===== src/rtl/ysyx_25040111_arb_pkg.sv =====
// ----------------------------------------------------------------------------
// ysyx_25040111_arb_pkg: shared types and constants for the IFU/LSU arbiter
// Rev 1.0
// ----------------------------------------------------------------------------
`default_nettype none

package ysyx_25040111_arb_pkg;

  typedef logic [1:0] arb_state_t;

  localparam arb_state_t c_ST_IDLE = 2'd0;
  localparam arb_state_t c_ST_REQ  = 2'd1;
  localparam arb_state_t c_ST_RESP = 2'd2;
  localparam arb_state_t c_ST_ERR  = 2'd3;

  localparam logic c_MST_IFU = 1'b0;
  localparam logic c_MST_LSU = 1'b1;

  localparam logic [31:0] c_ERR_RDATA = 32'h0;

  typedef struct packed {
    logic [31:0] addr;
    logic        wen;
    logic [31:0] wdata;
    logic [3:0]  wmask;
  } mem_req_t;

endpackage

`default_nettype wire


===== src/rtl/ysyx_25040111_arb_pick.sv =====
// ----------------------------------------------------------------------------
// ysyx_25040111_arb_pick: combinational winner select between IFU and LSU
// Rev 1.0
// ----------------------------------------------------------------------------
`default_nettype none

module ysyx_25040111_arb_pick
  import ysyx_25040111_arb_pkg::*;
#(
  parameter int RR_MODE = 1
) (
  input  logic i_ifu_valid,
  input  logic i_lsu_valid,
  input  logic i_last_grant,
  output logic o_grant_valid,
  output logic o_grant
);

  always_comb begin
    o_grant_valid = i_ifu_valid | i_lsu_valid;
    o_grant       = c_MST_IFU;
    if (i_ifu_valid && i_lsu_valid) begin
      o_grant = (RR_MODE != 0) ? ~i_last_grant : c_MST_LSU;
    end else if (i_lsu_valid) begin
      o_grant = c_MST_LSU;
    end
  end

endmodule

`default_nettype wire


===== src/rtl/ysyx_25040111_mem_arbiter.sv =====
// ----------------------------------------------------------------------------
// ysyx_25040111_mem_arbiter: shares one memory port between IFU and LSU
// Rev 1.0
// ----------------------------------------------------------------------------
`default_nettype none

module ysyx_25040111_mem_arbiter
  import ysyx_25040111_arb_pkg::*;
#(
  parameter int RR_MODE        = 1,
  parameter int TIMEOUT_CYCLES = 1024
) (
  input  logic        clock,
  input  logic        reset,
  input  logic        ifu_req_valid,
  output logic        ifu_req_ready,
  input  logic [31:0] ifu_addr,
  output logic        ifu_resp_valid,
  input  logic        lsu_req_valid,
  output logic        lsu_req_ready,
  input  logic [31:0] lsu_addr,
  input  logic        lsu_wen,
  input  logic [31:0] lsu_wdata,
  input  logic [3:0]  lsu_wmask,
  output logic        lsu_resp_valid,
  output logic [31:0] resp_rdata,
  output logic        timeout_err,
  output logic        mem_req_valid,
  input  logic        mem_req_ready,
  output logic [31:0] mem_addr,
  output logic        mem_wen,
  output logic [31:0] mem_wdata,
  output logic [3:0]  mem_wmask,
  input  logic        mem_resp_valid,
  input  logic [31:0] mem_rdata
);

  localparam int c_CNT_W = (TIMEOUT_CYCLES > 0) ? $clog2(TIMEOUT_CYCLES + 1) : 1;
  localparam logic [c_CNT_W-1:0] c_CNT_MAX  = '1;
  localparam logic [c_CNT_W-1:0] c_CNT_LAST =
    c_CNT_W'((TIMEOUT_CYCLES > 0) ? TIMEOUT_CYCLES - 1 : 0);

  arb_state_t         r_state;
  arb_state_t         w_next;
  mem_req_t           r_req;
  logic               r_owner;
  logic               r_last_grant;
  logic [c_CNT_W-1:0] r_cnt;
  logic               w_grant_valid;
  logic               w_grant;
  logic               w_accept;
  logic               w_timeout;

  ysyx_25040111_arb_pick #(
    .RR_MODE(RR_MODE)
  ) u_pick (
    .i_ifu_valid  (ifu_req_valid),
    .i_lsu_valid  (lsu_req_valid),
    .i_last_grant (r_last_grant),
    .o_grant_valid(w_grant_valid),
    .o_grant      (w_grant)
  );

  assign w_accept  = (r_state == c_ST_IDLE) && w_grant_valid;
  assign w_timeout = (TIMEOUT_CYCLES != 0) && (r_cnt == c_CNT_LAST);

  always_ff @(posedge clock or negedge reset) begin
    if (!reset) begin
      r_state <= c_ST_IDLE;
    end else begin
      r_state <= w_next;
    end
  end

  always_comb begin
    w_next = r_state;
    case (r_state)
      c_ST_IDLE: if (w_accept) w_next = c_ST_REQ;
      c_ST_REQ:  if (mem_req_ready) w_next = c_ST_RESP;
      c_ST_RESP: begin
        if (mem_resp_valid) w_next = c_ST_IDLE;
        else if (w_timeout) w_next = c_ST_ERR;
      end
      default:   w_next = c_ST_IDLE;
    endcase
  end

  always_ff @(posedge clock or negedge reset) begin
    if (!reset) begin
      r_req        <= '0;
      r_owner      <= c_MST_IFU;
      r_last_grant <= c_MST_IFU;
      r_cnt        <= '0;
    end else begin
      if (w_accept) begin
        r_owner      <= w_grant;
        r_last_grant <= w_grant;
        r_req        <= (w_grant == c_MST_LSU) ?
                        '{addr: lsu_addr, wen: lsu_wen, wdata: lsu_wdata, wmask: lsu_wmask} :
                        '{addr: ifu_addr, wen: 1'b0, wdata: 32'h0, wmask: 4'h0};
      end
      // Saturating so a disabled timeout can sit in RESP forever without wrapping.
      if (r_state == c_ST_REQ && mem_req_ready) begin
        r_cnt <= '0;
      end else if (r_state == c_ST_RESP && !mem_resp_valid && r_cnt != c_CNT_MAX) begin
        r_cnt <= r_cnt + c_CNT_W'(1);
      end
    end
  end

  assign mem_addr  = r_req.addr;
  assign mem_wen   = r_req.wen;
  assign mem_wdata = r_req.wdata;
  assign mem_wmask = r_req.wmask;

  always_comb begin
    ifu_req_ready  = 1'b0;
    lsu_req_ready  = 1'b0;
    mem_req_valid  = 1'b0;
    ifu_resp_valid = 1'b0;
    lsu_resp_valid = 1'b0;
    resp_rdata     = c_ERR_RDATA;
    timeout_err    = 1'b0;
    case (r_state)
      c_ST_IDLE: begin
        // Gated by reset so no ready leaks out while the reset is asserted.
        if (reset && w_grant_valid) begin
          ifu_req_ready = (w_grant == c_MST_IFU);
          lsu_req_ready = (w_grant == c_MST_LSU);
        end
      end
      c_ST_REQ: mem_req_valid = 1'b1;
      c_ST_RESP: begin
        if (mem_resp_valid) begin
          ifu_resp_valid = (r_owner == c_MST_IFU);
          lsu_resp_valid = (r_owner == c_MST_LSU);
          resp_rdata     = mem_rdata;
        end
      end
      default: begin
        ifu_resp_valid = (r_owner == c_MST_IFU);
        lsu_resp_valid = (r_owner == c_MST_LSU);
        resp_rdata     = c_ERR_RDATA;
        timeout_err    = 1'b1;
      end
    endcase
  end

endmodule

`default_nettype wire

===== config.mk =====
export PLATFORM = sky130hd
export DESIGN_NAME = ysyx_25040111_mem_arbiter
export DESIGN_NICKNAME = d
export VERILOG_FILES = /design/src/rtl/ysyx_25040111_arb_pkg.sv /design/src/rtl/ysyx_25040111_arb_pick.sv /design/src/rtl/ysyx_25040111_mem_arbiter.sv
export SDC_FILE = /design/constraint.sdc
export NUM_CORES = 1
export LEC_CHECK = 0
export BUFFER_PORTS_ARGS = -buffer_cell sky130_fd_sc_hd__buf_2
export CAP_MARGIN = 10
export CORE_MARGIN = 2
export CORE_UTILIZATION = 45
export CTS_CLUSTER_SIZE = 28
export DETAILED_ROUTE_END_ITERATION = 8
export PLACE_DENSITY = 0.85
export REMOVE_ABC_BUFFERS = 1
export SLEW_MARGIN = 20
export SYNTH_ARGS = -nofsm -noshare
export SYNTH_HDL_FRONTEND = slang
export SYNTH_SLANG_ARGS = --single-unit
export TNS_END_PERCENT = 100

===== constraint.sdc =====
create_clock -name clock -period 5.6 [get_ports clock]
set_input_delay 0.56 -clock clock [delete_from_list [all_inputs] [get_ports clock]]
set_output_delay 0.56 -clock clock [all_outputs]
set_load 0.01 [all_outputs]

Yosys cells after proc, flatten, opt, wreduce, memory -nomap -nowiden

Cells that the tools add are included.
Widths: inputs -> output; s select.

Add/subtract/negate cells: 1
Eq/ne operators: 7
Muxes and demuxes: 22
Bitwise logic cells: 3
Reductions and logical operators: 12

Operators by type and width:

| operator              | count |
|---|---|
| $mux 69               | 1 |
| $mux 32               | 2 |
| $mux 11               | 2 |
| $add 11x1->11 const B | 1 |
| $eq 11x10->1 const B  | 1 |
| $ne 11x11->1 const B  | 1 |
| $mux 1                | 10 |
| $mux 2                | 4 |
| $logic_and 1x1->1     | 6 |
| $pmux 2 s3            | 1 |
| $ne 2x2->1 const B    | 2 |
| $pmux 1 s2            | 2 |
| $ne 3x3->1 const B    | 1 |
| $reduce_and 3->1      | 1 |
| $reduce_or 3->1       | 1 |
| $eq 2x1->1 const B    | 1 |
| $eq 2x2->1 const B    | 1 |
| $logic_not 2->1       | 1 |
| $not 1->1             | 2 |
| $reduce_bool 2->1     | 1 |
| $reduce_or 2->1       | 1 |
| $logic_not 1->1       | 1 |
| $or 1x1->1            | 1 |

Flip-flop bits (word level): 83
Bits of input ports: 139
Output and inout bits: 107
Word-level logic and storage cells: 52

Longest topological paths before layout

Depth after elaboration: 5
Gate-level depth with buffers: 6
Mapped depth without buffers: 5

By module

Synthesis repeated with hierarchy kept, for this count alone.

Cells, all modules: 424
Area total of the unflattened synthesis: 3866.2 um^2

Modules (own cells, without submodules):

| module                    | instances | cells an instance | area an instance (um^2) | sequential area each (um^2) |
|---|---|---|---|---|
| ysyx_25040111_mem_arbiter | 1         | 422               | 3852.4                  | 2077.0 |
| ysyx_25040111_arb_pick    | 1         | 2                 | 13.8                    | 0.0 |

Worst setup path before layout

No wires, ideal clock.

Kind: input to output
Start: input port lsu_req_valid
End: output port ifu_req_ready
Data arrival time: 1532 ps
Required time: 5040 ps
Slack: 3508 ps
Stages: 4
Path buffers: 2
Path through: o21ai_0 -> clkbuf_1 -> clkbuf_1 -> nor3b_1

Longest elaborated chain between the ends: 5

Ends and longest elaborated chain:

| what                                               | line                                                       | text |
|---|---|---|
| start: declaration                                 | ysyx_25040111_mem_arbiter.sv:19                            | `input logic lsu_req_valid,` |
| $mux 1 / $logic_and 1x1->1 (equally long branches) | ysyx_25040111_arb_pick.sv:24, ysyx_25040111_arb_pick.sv:22 |  |
| $mux 1                                             | ysyx_25040111_arb_pick.sv:22                               | `if (i_ifu_valid && i_lsu_valid) begin` |
| $not 1->1                                          | ysyx_25040111_mem_arbiter.sv:128                           | `ifu_req_ready = (w_grant == c_MST_IFU);` |
| $mux 1 (*)                                         | ysyx_25040111_mem_arbiter.sv:127                           | `if (reset && w_grant_valid) begin` |
| $mux 1 (*)                                         | ysyx_25040111_mem_arbiter.sv:124                           | `case (r_state)` |
| end: declaration                                   | ysyx_25040111_mem_arbiter.sv:16                            | `output logic ifu_req_ready,` |

Mark *: on every way between the ends. The rest lies on a longest branch, timed or not.

Worst setup path after layout

Start: register r_last_grant
End: output port ifu_req_ready

Longest elaborated chain between the ends: 5

Ends and longest elaborated chain:

| what                     | line                             | text |
|---|---|---|
| start: declaration       | ysyx_25040111_mem_arbiter.sv:47  | `logic r_last_grant;` |
| start signal: assignment | ysyx_25040111_mem_arbiter.sv:92  | `r_last_grant <= c_MST_IFU;` |
| start signal: assignment | ysyx_25040111_mem_arbiter.sv:97  | `r_last_grant <= w_grant;` |
| $not 1->1                | -                                |  |
| $mux 1                   | ysyx_25040111_arb_pick.sv:22     |  |
| $not 1->1                | ysyx_25040111_mem_arbiter.sv:128 |  |
| $mux 1                   | ysyx_25040111_mem_arbiter.sv:127 |  |
| $mux 1                   | ysyx_25040111_mem_arbiter.sv:124 |  |

No other way between the ends.

==> impl_metrics.ini <==
[outcome]
status = finished, final reports clean

[grt]
grt_pass1_wl_um = 15000
grt_util_all_layers = 0.215
grtUsageMet1 = 0.245
grt_use_met3 = 0.0431
top_usage_layer = met2
antenna_found_initial = 1
grt_max_degree = 53
first_global_vias = 3276
met2_usage = 0.397
gr-total-overflow = 0

[timing]
skew_ps = 10.2
setup_ws_ps = 2960
fin_setup_tns_ps = 0
final_hold_viol_count = 0
rsz0062_at_grt = false
finalCritPeriodShare = 0.471
slew_violations = 0
slew_headroom = 0.462
finalSetupViolations = 0
worstMarginPinSlew_ps = 805
period_minus_slack_ps = 2640
max_freq_mhz = 379

[clocking]
clockBufferDepth = 2
htreeDepth = 3
cts.clk_slew.worst_paths_ps = 80
post_cts_resized = 0
cts_buffers = 9
root_buffer = clkbuf_8
clock_sinks = 83
cts_setup_buffers = 0
cts_hold_buf = 0
clkLatencyLatePin_ps = 340
cts_tree = yes

[synth]
yosysTopAreaCell = dfrtp_1
synth_top_area_frac = 0.559
yosysWarnings = 0
syn_inst = 344
ys_top_cells_by_area = dfrtp_1, mux2i_1, a22o_1
synth.distinct_cells = 29
syn-cell-area_sq_um = 3720
ys_seq_elements = 83
syn_avg_cell_area_sq_um = 10.8
yosysSeqAreaShare = 0.559
synth_edf_count = 0
synth_commonest_cells = dfrtp_1, nand2_1, o21ai_0
yosysMostFrequentCell = dfrtp_1
yosys_most_used_dff = dfrtp_1
synthArstFlopShare = 1.00

[die]
fp.dieArea_sq_um = 9000
die_w_um = 94.9
coreArea_sq_um = 8090
ioPinCount = 246
start_util = 0.459
die_h_um = 94.9
num_rows = 33

[layout]
multi_input_area_sq_um = 1550
nets = 722
seqCellArea_sq_um = 2080
drive_above_1_share = 0.457
area_delta_synth_final_pct = 41.4
fillers = 677

[setup_path]
r2r_slack_ps = 3590
required_ps = 5040
critPathCaptureType = output pin
cp_max_fo = 20
worstSetupPathType = flip-flop to output pin
crit_arrival_ps = 2080
cpPeakStageDelay_ps = 670
worstPathCellList = a21boi_4 -> buf_4 -> nor3b_1 -> buf_2
worst_setup_path_start_kind = flip-flop
slowest_stage = a21boi_4

[power]
seqPwrFrac = 0.414
power.leakage_nw = 2.93
clkPwrFrac = 0.175
p_comb_frac = 0.410
p_int_mw = 1.53
fin_total_pwr_mw = 2.46
power.density_nw_per_um2 = 467
ir_drop_v = 0.000224
power_switching_mw = 0.928
power.share.switching = 0.378

[hold_path]
hold_path.class = primary input to asynchronous set/reset pin

[placement]
io_buffers = 245
dpl_worst_slack_ps = 3010
dp_hpwl_um = 7940
gp_congestion = 0.792

[route]
drt_first_pass_iters = 4
routedWlPerCell_um = 14.7
wl_um = 10200
drt_iter0_drc = 88
via_per_inst = 5.02
ant_nets = 0
drc = 0
vias = 3479

[job]
cap_violations = 0
[final timing paths]
path                         startpoint             to  cells after the start
setup / recovery           r_last_grant  ifu_req_ready                      4
hold / removal                    reset   mem_addr[22]                      1
setup reg to reg             r_state[0]       r_cnt[9]                      4
hold reg to reg            mem_addr[24]   mem_addr[24]                      2
max in group asynchronous         reset   mem_addr[17]                      2
min in group clock         lsu_wdata[3]   mem_wdata[3]                      2
[power groups by stage]
stage / sequential [mW] / clock (mW) / combinational [mW]
global placement: 1.02 / 0 / 0.984
global route: 1.05 / 0.468 / 1.13
floorplan: 1.12 / 0 / 0.479
detailed placement: 1.02 / 0 / 1.02
CTS: 1.02 / 0.444 / 1.02
finish: 1.02 / 0.431 / 1.01
[cells in the final DEF (no fill, tap or decap), types with 2 or more instances in the layout]
| master | Yosys | layout |
|---|---|---|
| nor2_1 | 5 | 5 |
| nand2_1 | 46 | 46 |
| or3_1 | 4 | 4 |
| a21oi_1 | 5 | 5 |
| buf_4 | 0 | 7 |
| nand3_1 | 3 | 3 |
| nand4_1 | 2 | 2 |
| clkinv_4 | 0 | 2 |
| o211ai_1 | 2 | 2 |
| dfrtp_1 | 83 | 83 |
| and2_1 | 36 | 36 |
| inv_1 | 3 | 3 |
| clkbuf_8 | 0 | 10 |
| buf_2 | 5 | 244 |
| o21ai_0 | 38 | 37 |
| nor4_1 | 2 | 2 |
| a22o_1 | 37 | 37 |
| clkinvlp_4 | 0 | 2 |
| nor3b_1 | 2 | 2 |
| mux2i_1 | 36 | 36 |
| and3_1 | 3 | 3 |
| o31ai_1 | 3 | 3 |
| nor3_1 | 2 | 2 |
[worst max-delay path: cells and delay by family, from the launching register on]
kind	cells	cell delay (ps)
compound gates	1	670
buf+inv	2	540
flops	1	430
simple gates	1	80
[through the flow]
| stage | std cells | util | hold WS, ps | cell area [sq um] |
|---|---|---|---|---|
| floorplan | 320 | - | 264 | 3620 |
| global placement | 676 | 0.624 | 461 | 5050 |
| detailed placement | 676 | 0.624 | 465 | 5050 |
| CTS | 692 | 0.649 | 231 | 5250 |
| global route | 693 | 0.649 | 263 | 5250 |
| finish | 693 | 0.649 | 217 | 5250 |
[final cells by class]
type	instances	share of cell area
multi-input cells	234	0.296
diodes	1	0.000476
well taps	105	0.0250
repair buffers	251	0.242
inverters	3	0.00214
flip-flops and latches	83	0.395
clock inverters	5	0.0119
clock buffers	11	0.0269
[flip-flops by register name (all words and copies together), names as in the netlist]
name	flops
mem_addr	32
r_cnt	11
mem_wdata	32
r_state	2
mem_wen	1
r_last_grant	1
mem_wmask	4
[cells by family (layout without fill, tap and decap cells)]
family	after synthesis	after routing	synth area share
mux	36	36	0.0970
other cells	0	1	0
simple gates	109	109	0.151
fa+ha+maj	1	1	0.00337
buf+inv	27	270	0.0290
compound gates	88	88	0.161
flops	83	83	0.559
[metal layers]
| layer | vias up | part of all wire |
|---|---|---|
| met3 | 11 | 0.074 |
| met2 | 151 | 0.53 |
| met4 | 0 | 0.011 |
| met5 | - | 0 |
| li1 | 1689 | - |
| met1 | 1628 | 0.38 |
Power figures use the tool's default switching activity.
